[config.mk]
export PLATFORM = sky130hd
export DESIGN_NAME = dm_bus_arbiter_flat
export DESIGN_NICKNAME = d
export VERILOG_FILES = /design/src/rtl/dm_bus_arbiter_pkg.sv /design/src/rtl/dm_bus_arbiter_if.sv /design/src/rtl/dm_bus_arbiter_rr_pick2.sv /design/src/rtl/dm_bus_arbiter.sv /design/src/flat_wrapper.sv
export SDC_FILE = /design/constraint.sdc
export NUM_CORES = 1
export LEC_CHECK = 0
export ABC_AREA = 1
export BUFFER_PORTS_ARGS = -buffer_cell sky130_fd_sc_hd__buf_2
export CORE_UTILIZATION = 30
export DETAILED_ROUTE_END_ITERATION = 10
export GPL_ROUTABILITY_DRIVEN = 1
export PLACE_DENSITY = 0.56
export SLEW_MARGIN = 20
export SYNTH_ARGS = -nofsm -noshare
export SYNTH_HDL_FRONTEND = slang
export SYNTH_SLANG_ARGS = --single-unit
[constraint.sdc]
create_clock -name clk -period 1.6 [get_ports clk]
set_input_delay 0.08 -clock clk [delete_from_list [all_inputs] [get_ports clk]]
set_output_delay 0.08 -clock clk [all_outputs]
set_load 0.05 [all_outputs]
[src/rtl/dm_bus_arbiter_pkg.sv]
// Shared types for the data-memory bus arbiter.
// State encoding, port ids and counter width.
package dm_bus_pkg;

   typedef enum logic [1:0] {
      IDLE   = 2'd0,
      ACCESS = 2'd1,
      DONE   = 2'd2
   } state_t;

   localparam logic P_CPU = 1'b0;
   localparam logic P_AUX = 1'b1;

   localparam int CW = 4;

endpackage

[src/rtl/dm_bus_arbiter_if.sv]
// Requester and memory-side signal bundle for dm_bus_arbiter.
// slave = arbiter side, master = requesters plus memory model.
interface dm_bus_arbiter_if #(
   parameter int AW = 32,
   parameter int DW = 32
);
   logic          req0_cs;
   logic          req0_wr;
   logic          req0_rd;
   logic [AW-1:0] req0_addr;
   logic [DW-1:0] req0_din;
   logic          req1_cs;
   logic          req1_wr;
   logic          req1_rd;
   logic [AW-1:0] req1_addr;
   logic [DW-1:0] req1_din;
   logic          rdy0;
   logic          rdy1;
   logic [1:0]    gnt;
   logic [DW-1:0] rd_data;
   logic          busy;
   logic          mem_cs;
   logic          mem_wr;
   logic          mem_rd;
   logic [AW-1:0] mem_addr;
   logic [DW-1:0] mem_din;
   logic [DW-1:0] mem_dy;

   modport slave (
      input  req0_cs, req0_wr, req0_rd, req0_addr, req0_din,
      input  req1_cs, req1_wr, req1_rd, req1_addr, req1_din,
      input  mem_dy,
      output rdy0, rdy1, gnt, rd_data, busy,
      output mem_cs, mem_wr, mem_rd, mem_addr, mem_din
   );

   modport master (
      output req0_cs, req0_wr, req0_rd, req0_addr, req0_din,
      output req1_cs, req1_wr, req1_rd, req1_addr, req1_din,
      output mem_dy,
      input  rdy0, rdy1, gnt, rd_data, busy,
      input  mem_cs, mem_wr, mem_rd, mem_addr, mem_din
   );
endinterface

[src/rtl/dm_bus_arbiter_rr_pick2.sv]
// Two-way round-robin pick: on a tie the port that
// did not win last time is selected.
module rr_pick2
   import dm_bus_pkg::*;
(
   input  logic v0,
   input  logic v1,
   input  logic last,
   output logic sel,
   output logic any
);

   assign any = v0 | v1;

   always_comb begin
      sel = P_CPU;
      unique case (1'b1)
         (v0 & v1):  sel = ~last;
         (v1 & ~v0): sel = P_AUX;
         default:    sel = P_CPU;
      endcase
   end

endmodule

[src/rtl/dm_bus_arbiter.sv]
// Arbiter/sequencer for the shared data-memory bus:
// grant, fixed-length strobe window, read latch, rdy pulse.
module dm_bus_arbiter
   import dm_bus_pkg::*;
#(
   parameter int AW      = 32,
   parameter int DW      = 32,
   parameter int ACC_CYC = 2
) (
   input logic             clk,
   input logic             reset,
   dm_bus_arbiter_if.slave bus
);

   localparam logic [CW-1:0] CNT_INIT = CW'(ACC_CYC - 1);

   state_t        state;
   logic          last;
   logic [CW-1:0] cnt;
   logic          v0, v1, sel, any;

   assign v0 = bus.req0_cs & (bus.req0_wr | bus.req0_rd);
   assign v1 = bus.req1_cs & (bus.req1_wr | bus.req1_rd);

   rr_pick2 u_pick (
      .v0   (v0),
      .v1   (v1),
      .last (last),
      .sel  (sel),
      .any  (any)
   );

   assign bus.busy = (state != IDLE);

   always_ff @(posedge clk or negedge reset) begin
      if (!reset) begin
         state        <= IDLE;
         last         <= P_AUX;
         cnt          <= '0;
         bus.gnt      <= 2'b00;
         bus.rdy0     <= 1'b0;
         bus.rdy1     <= 1'b0;
         bus.rd_data  <= {DW{1'b0}};
         bus.mem_cs   <= 1'b0;
         bus.mem_wr   <= 1'b0;
         bus.mem_rd   <= 1'b0;
         bus.mem_addr <= {AW{1'b0}};
         bus.mem_din  <= {DW{1'b0}};
      end else begin
         unique case (state)
            IDLE: begin
               if (any) begin
                  state      <= ACCESS;
                  last       <= sel;
                  cnt        <= CNT_INIT;
                  bus.gnt    <= sel ? 2'b10 : 2'b01;
                  bus.mem_cs <= 1'b1;
                  // wr wins when both strobes are set
                  if (sel == P_AUX) begin
                     bus.mem_wr   <= bus.req1_wr;
                     bus.mem_rd   <= ~bus.req1_wr;
                     bus.mem_addr <= bus.req1_addr;
                     bus.mem_din  <= bus.req1_din;
                  end else begin
                     bus.mem_wr   <= bus.req0_wr;
                     bus.mem_rd   <= ~bus.req0_wr;
                     bus.mem_addr <= bus.req0_addr;
                     bus.mem_din  <= bus.req0_din;
                  end
               end
            end
            ACCESS: begin
               if (cnt == '0) begin
                  if (bus.mem_rd) bus.rd_data <= bus.mem_dy;
                  state        <= DONE;
                  bus.rdy0     <= bus.gnt[0];
                  bus.rdy1     <= bus.gnt[1];
                  bus.mem_cs   <= 1'b0;
                  bus.mem_wr   <= 1'b0;
                  bus.mem_rd   <= 1'b0;
                  bus.mem_addr <= {AW{1'b0}};
                  bus.mem_din  <= {DW{1'b0}};
               end else begin
                  cnt <= cnt - 1'b1;
               end
            end
            DONE: begin
               state    <= IDLE;
               bus.gnt  <= 2'b00;
               bus.rdy0 <= 1'b0;
               bus.rdy1 <= 1'b0;
            end
            default: state <= IDLE;
         endcase
      end
   end

endmodule

[src/flat_wrapper.sv]
// flat-port wrapper written by rule: the top's interface ports become plain ports
module dm_bus_arbiter_flat import dm_bus_pkg::*;
#(
   parameter int AW      = 32,
   parameter int DW      = 32,
   parameter int ACC_CYC = 2
)
  (clk, reset, bus_req0_cs, bus_req0_wr, bus_req0_rd, bus_req0_addr, bus_req0_din, bus_req1_cs, bus_req1_wr, bus_req1_rd, bus_req1_addr, bus_req1_din, bus_mem_dy, bus_rdy0, bus_rdy1, bus_gnt, bus_rd_data, bus_busy, bus_mem_cs, bus_mem_wr, bus_mem_rd, bus_mem_addr, bus_mem_din);
  dm_bus_arbiter_if #(.AW(AW), .DW(DW)) bus_i ();
  input logic clk;
  input logic reset;
  input wire logic [$bits(bus_i.req0_cs)-1:0] bus_req0_cs;
  input wire logic [$bits(bus_i.req0_wr)-1:0] bus_req0_wr;
  input wire logic [$bits(bus_i.req0_rd)-1:0] bus_req0_rd;
  input wire logic [$bits(bus_i.req0_addr)-1:0] bus_req0_addr;
  input wire logic [$bits(bus_i.req0_din)-1:0] bus_req0_din;
  input wire logic [$bits(bus_i.req1_cs)-1:0] bus_req1_cs;
  input wire logic [$bits(bus_i.req1_wr)-1:0] bus_req1_wr;
  input wire logic [$bits(bus_i.req1_rd)-1:0] bus_req1_rd;
  input wire logic [$bits(bus_i.req1_addr)-1:0] bus_req1_addr;
  input wire logic [$bits(bus_i.req1_din)-1:0] bus_req1_din;
  input wire logic [$bits(bus_i.mem_dy)-1:0] bus_mem_dy;
  output wire logic [$bits(bus_i.rdy0)-1:0] bus_rdy0;
  output wire logic [$bits(bus_i.rdy1)-1:0] bus_rdy1;
  output wire logic [$bits(bus_i.gnt)-1:0] bus_gnt;
  output wire logic [$bits(bus_i.rd_data)-1:0] bus_rd_data;
  output wire logic [$bits(bus_i.busy)-1:0] bus_busy;
  output wire logic [$bits(bus_i.mem_cs)-1:0] bus_mem_cs;
  output wire logic [$bits(bus_i.mem_wr)-1:0] bus_mem_wr;
  output wire logic [$bits(bus_i.mem_rd)-1:0] bus_mem_rd;
  output wire logic [$bits(bus_i.mem_addr)-1:0] bus_mem_addr;
  output wire logic [$bits(bus_i.mem_din)-1:0] bus_mem_din;
  assign bus_i.req0_cs = bus_req0_cs;
  assign bus_i.req0_wr = bus_req0_wr;
  assign bus_i.req0_rd = bus_req0_rd;
  assign bus_i.req0_addr = bus_req0_addr;
  assign bus_i.req0_din = bus_req0_din;
  assign bus_i.req1_cs = bus_req1_cs;
  assign bus_i.req1_wr = bus_req1_wr;
  assign bus_i.req1_rd = bus_req1_rd;
  assign bus_i.req1_addr = bus_req1_addr;
  assign bus_i.req1_din = bus_req1_din;
  assign bus_i.mem_dy = bus_mem_dy;
  assign bus_rdy0 = bus_i.rdy0;
  assign bus_rdy1 = bus_i.rdy1;
  assign bus_gnt = bus_i.gnt;
  assign bus_rd_data = bus_i.rd_data;
  assign bus_busy = bus_i.busy;
  assign bus_mem_cs = bus_i.mem_cs;
  assign bus_mem_wr = bus_i.mem_wr;
  assign bus_mem_rd = bus_i.mem_rd;
  assign bus_mem_addr = bus_i.mem_addr;
  assign bus_mem_din = bus_i.mem_din;
  dm_bus_arbiter #(.AW(AW), .DW(DW), .ACC_CYC(ACC_CYC)) u_core (.clk(clk), .reset(reset), .bus(bus_i));
endmodule
==> summary.md <==
| Metric | Value |
|---|---|
| Routed vias | 5,931 |
| YS warnings | 0 |
| Cell type contributing the most total cell area after synthesis | sky130_fd_sc_hd__dfrtp_1 |
| Cell area after synthesis | roughly 5800 sq um |
| Initial drt markers | about 300 |
| P_leak | 4.78 nW |
| Clock slew at reported path FFs | 0.08 ns |
| Final standard cell utilization of the core | 0.426 |
| Post-route non-filler standard cell count | roughly 1,300 |
| Cell type of the slowest stage on the worst timing path | sky130_fd_sc_hd__dfrtp_1 |
| Fraction of post-synthesis cell area in the top cell type by area | 0.472 |
| TritonCTS clock tree | done |
| Internal power contribution | around 7.6 mW |
| Routed wire length | 17,700 microns |
| Path type of the worst setup path | reg2reg |
| Post-layout min period | approximately 1.5 ns |
| Pin count of the biggest net entering global routing | slightly above 50 |
| Total negative slack | 0 ns |
| Gpl congestion | around 0.76 |
| Effective utilization at floorplan | 0.308 |
| Sum of net half-perimeters after detailed placement | 12,700 microns |
| Critical path capture point type | register |
| Routed via count divided by cell count | around 4.5 |
| Peak clock frequency supported by timing | approximately 0.67 GHz |
| Height of the die | approximately 140 microns |
| Maximum resistive drop on vdd | ~0.82 mV |
| Required time at the worst-slack endpoint | ~1.8 ns |
| Number of placed I/O pins | ~270 |
| Routed met2 length | around 8600 microns |
| DRC Markers | 0 |
| Sequential fraction of the synthesis area | 0.477 |
| Wire length of the first global-routing pass | between 20,000 and 30,000 microns |
| Post-synthesis area per instance | approximately 7.4 sq um |
| Final number of hold-violating endpoints | 0 |
| Largest stage delay on the critical path | between 0.3 and 0.4 ns |
| Total power after layout | about 17 mW |
| Number of cells produced by synthesis | 780 |
| Type of the most critical hold path | in2reg |
| Maximum root-to-sink buffer count | 2 |
| Number of antenna violations at the first check in global routing | 1 |
| Number of nets in the layout | about 1,200 |
| Net switching power of the design | ~9.4 mW |
| Clock skew | around 0.0079 ns |
| Critical path's top delay family | flip-flops |
| Areal power density over the cells | 2130 nW/um^2 |
| Total of endpoints with negative setup slack in the final report | 0 |
| Critical path depth | 6 |
| Share of cells above drive strength 1 | 0.301 |
| Placement Rows | 50 |
| Worst slew margin relative to its limit | 0.731 |
| DRT met1 WL | roughly 7800 microns |
| Number of max-capacitance violations reported | 0 |
| Placed Instances | ~1,300 |
| Avg WL per Cell | 13.6 microns |
| DR WL met3 | 1050 microns |
| Die boundary width | between 100 and 150 microns |
| Number of clock sinks | between 100 and 150 |
| Distinct cell type count of the synthesized netlist | 22 |
| Status | finished, final reports clean |
| Cell breakdown of the critical path | inv_1, ha_1, nand3_4, buf_4, o21ai_0, nand2_1 |
| Worst-skew pair later-pin latency | about 0.35 ns |
| Cell types with the largest area share after synthesis | sky130_fd_sc_hd__dfrtp_1 (47%), sky130_fd_sc_hd__nand3_1 (18%), sky130_fd_sc_hd__nand2_1 (14%), sky130_fd_sc_hd__inv_1 (8.9%), sky130_fd_sc_hd__o21ai_0 (2.8%) |
| Post-Synthesis Net Count | 950 |
| Highest routed metal layer | met4 |
| Number of routed nets with antenna violations | 0 |
| Area Overhead vs Synth | 38.4% |
| Slew at the pin closest to its max-slew limit | slightly above 0.4 ns |
| Switching fraction of total power | 0.554 |
| DR pass1 iterations | 5 |
| Startpoint kind of the worst setup timing path | register |
| Clk pwr share | 0.127 |
| Largest driver fanout on the critical path | 20 |
| Combined buffer and inverter count along the critical path | 2 |
| Arrival @ worst endpoint | 1.73 ns |
| Number of cells on the worst reg-to-reg path | 6 |
| Die area | ~20,000 sq um |
| Register-to-register path setup slack | a little over 0.1 ns |
| Via count of the first global-routing pass | around 5,700 |
| Final worst hold slack | around 0.030 ns |
| Total grt overflow | 0 |
| Setup repair after global routing missed its margin | no |
| H-tree lvl count | 3 |
| Buffer type at the clock tree root | sky130_fd_sc_hd__clkbuf_16 |
| Power share of the combinational group | 0.590 |
| Number of port buffers | ~270 |
| Hold path cells | 5 |
| Total routing usage reported by global routing | 0.181 |
| Part of the total power dissipated in sequential elements | 0.283 |
| FF+latch count, synth | 110 |
| TritonCTS Buffers | 9 |
| Post-route fraction of the period consumed by the critical path | 0.936 |
| Pins Over Slew Limit | 0 |
| Core region area | 18,800 sq um |
-- metal layers --
metal | vias up | GRT usage
li1 | 2990 | -
met5 | - | 0
met2 | 208 | 0.310
met1 | 2711 | 0.230
met3 | 22 | 0.0299
met4 | 0 | 0.0641
-- placed cells by master (no fill, tap or decap), drive strengths merged, types with 2 or more instances in the layout --
master       Yosys  routed
nor2             8       8
buf             43     297
a21oi            2       2
clkbuf          10       9
dfrtp          109     109
clkinv           0       3
dlygate4sd3      0      33
nand3          207     207
nand2          221     221
o21ai           34      34
inv            140     143
ha               2       2
-- worst reg2reg max path: cells and delay by family, from the launching register on --
| kind | cells | cell delay [ns] |
|---|---|---|
| flip-flops | 1 | 0.39 |
| AO/OA/AOI/OAI | 1 | 0.19 |
| AND/OR/NAND/NOR | 2 | 0.23 |
| adder cells (fa/ha/maj) | 1 | 0.22 |
| buffers and inverters | 2 | 0.36 |
-- kinds of logic (layout without fill, tap and decap cells) --
family | after synthesis | in the layout | synth area share
adder cells (fa/ha/maj) | 2 | 2 | 0.00433
other | 0 | 1 | 0
flip-flops | 110 | 110 | 0.477
buffers and inverters | 193 | 485 | 0.149
AND/OR/NAND/NOR | 438 | 438 | 0.337
AO/OA/AOI/OAI | 37 | 37 | 0.0327
-- through the flow --
stage          instance area (sq um)  setup WS, ns
2_1_floorplan                   5770         0.241
3_3_place_gp                    7370         0.161
3_5_place_dp                    7370         0.112
4_1_cts                         7980        0.0825
5_1_grt                         7990        0.0318
6_report                        7990         0.103
-- area by class of cell --
class	instances	area, sq um
sequential	110	2750
fill	1970	10800
antenna	1	2.50
timing repair buffer	330	1980
inverter	140	526
tap	234	293
multi-input combinational	477	2160
clock buffer	9	225
clock inverter	6	55.1
-- final timing paths --
| check | startpoint | to |
|---|---|---|
| min | bus_req0_din[17] | u_core.bus.mem_din[17] |
| min reg2reg | u_core.last | u_core.last |
| min in group asynchronous | reset | u_core.bus.rd_data[1] |
| max | u_core.cnt[0] | u_core.bus.rd_data[9] |
| max reg2reg | u_core.cnt[0] | u_core.bus.rd_data[9] |
| max in group asynchronous | reset | u_core.last |
-- cell usage after synthesis --
| library cell | instances |
|---|---|
| sky130_fd_sc_hd__buf_2 | 22 |
| sky130_fd_sc_hd__nand2_1 | 219 |
| sky130_fd_sc_hd__nor2_1 | 6 |
| sky130_fd_sc_hd__dfstp_2 | 1 |
| sky130_fd_sc_hd__nand3_4 | 1 |
| sky130_fd_sc_hd__o21a_2 | 1 |
| sky130_fd_sc_hd__ha_1 | 2 |
| sky130_fd_sc_hd__o21ai_0 | 32 |
| sky130_fd_sc_hd__inv_1 | 137 |
| sky130_fd_sc_hd__inv_2 | 3 |
| sky130_fd_sc_hd__nand3_1 | 205 |
| sky130_fd_sc_hd__a21oi_1 | 2 |
| sky130_fd_sc_hd__nand2_2 | 2 |
| sky130_fd_sc_hd__dfrtp_1 | 109 |
| sky130_fd_sc_hd__clkbuf_1 | 10 |
| sky130_fd_sc_hd__o21ai_1 | 2 |
| sky130_fd_sc_hd__buf_6 | 8 |
| sky130_fd_sc_hd__buf_4 | 13 |
| sky130_fd_sc_hd__nand3_2 | 1 |
| sky130_fd_sc_hd__nor3_1 | 1 |
| sky130_fd_sc_hd__nor2_4 | 2 |
| sky130_fd_sc_hd__nand4_1 | 1 |
-- state kept, by name, indices dropped and copies added (netlist names) --
signal / flops
u_core.bus.rd_data: 32
u_core.bus.mem_cs: 1
u_core.state: 2
u_core.bus.rdy0: 1
u_core.bus.mem_wr: 1
u_core.bus.mem_rd: 1
u_core.bus.mem_addr: 32
u_core.bus.rdy1: 1
u_core.last: 1
u_core.bus.mem_din: 32
u_core.cnt: 4
u_core.bus.gnt: 2
-- power groups by stage --
stage | logic, mW | clock network [mW] | registers (mW)
3_3_place_gp | 9.98 | 0 | 4.89
2_1_floorplan | 3.16 | 0 | 9.17
6_report | 10.0 | 2.17 | 4.82
5_1_grt | 10.8 | 2.36 | 4.99
4_1_cts | 10.1 | 2.26 | 4.82
3_5_place_dp | 10.1 | 0 | 4.85
-- what timing repair did --
item | 4_1_cts | 5_1_grt
hold buffers | 33 | 0
hold endpoints to repair | 75 | 0
setup endpoints to repair | 0 | 2
setup buffers | 0 | 0
gates resized for setup | 0 | 1
No activity file was read; power rests on OpenSTA's default activity.
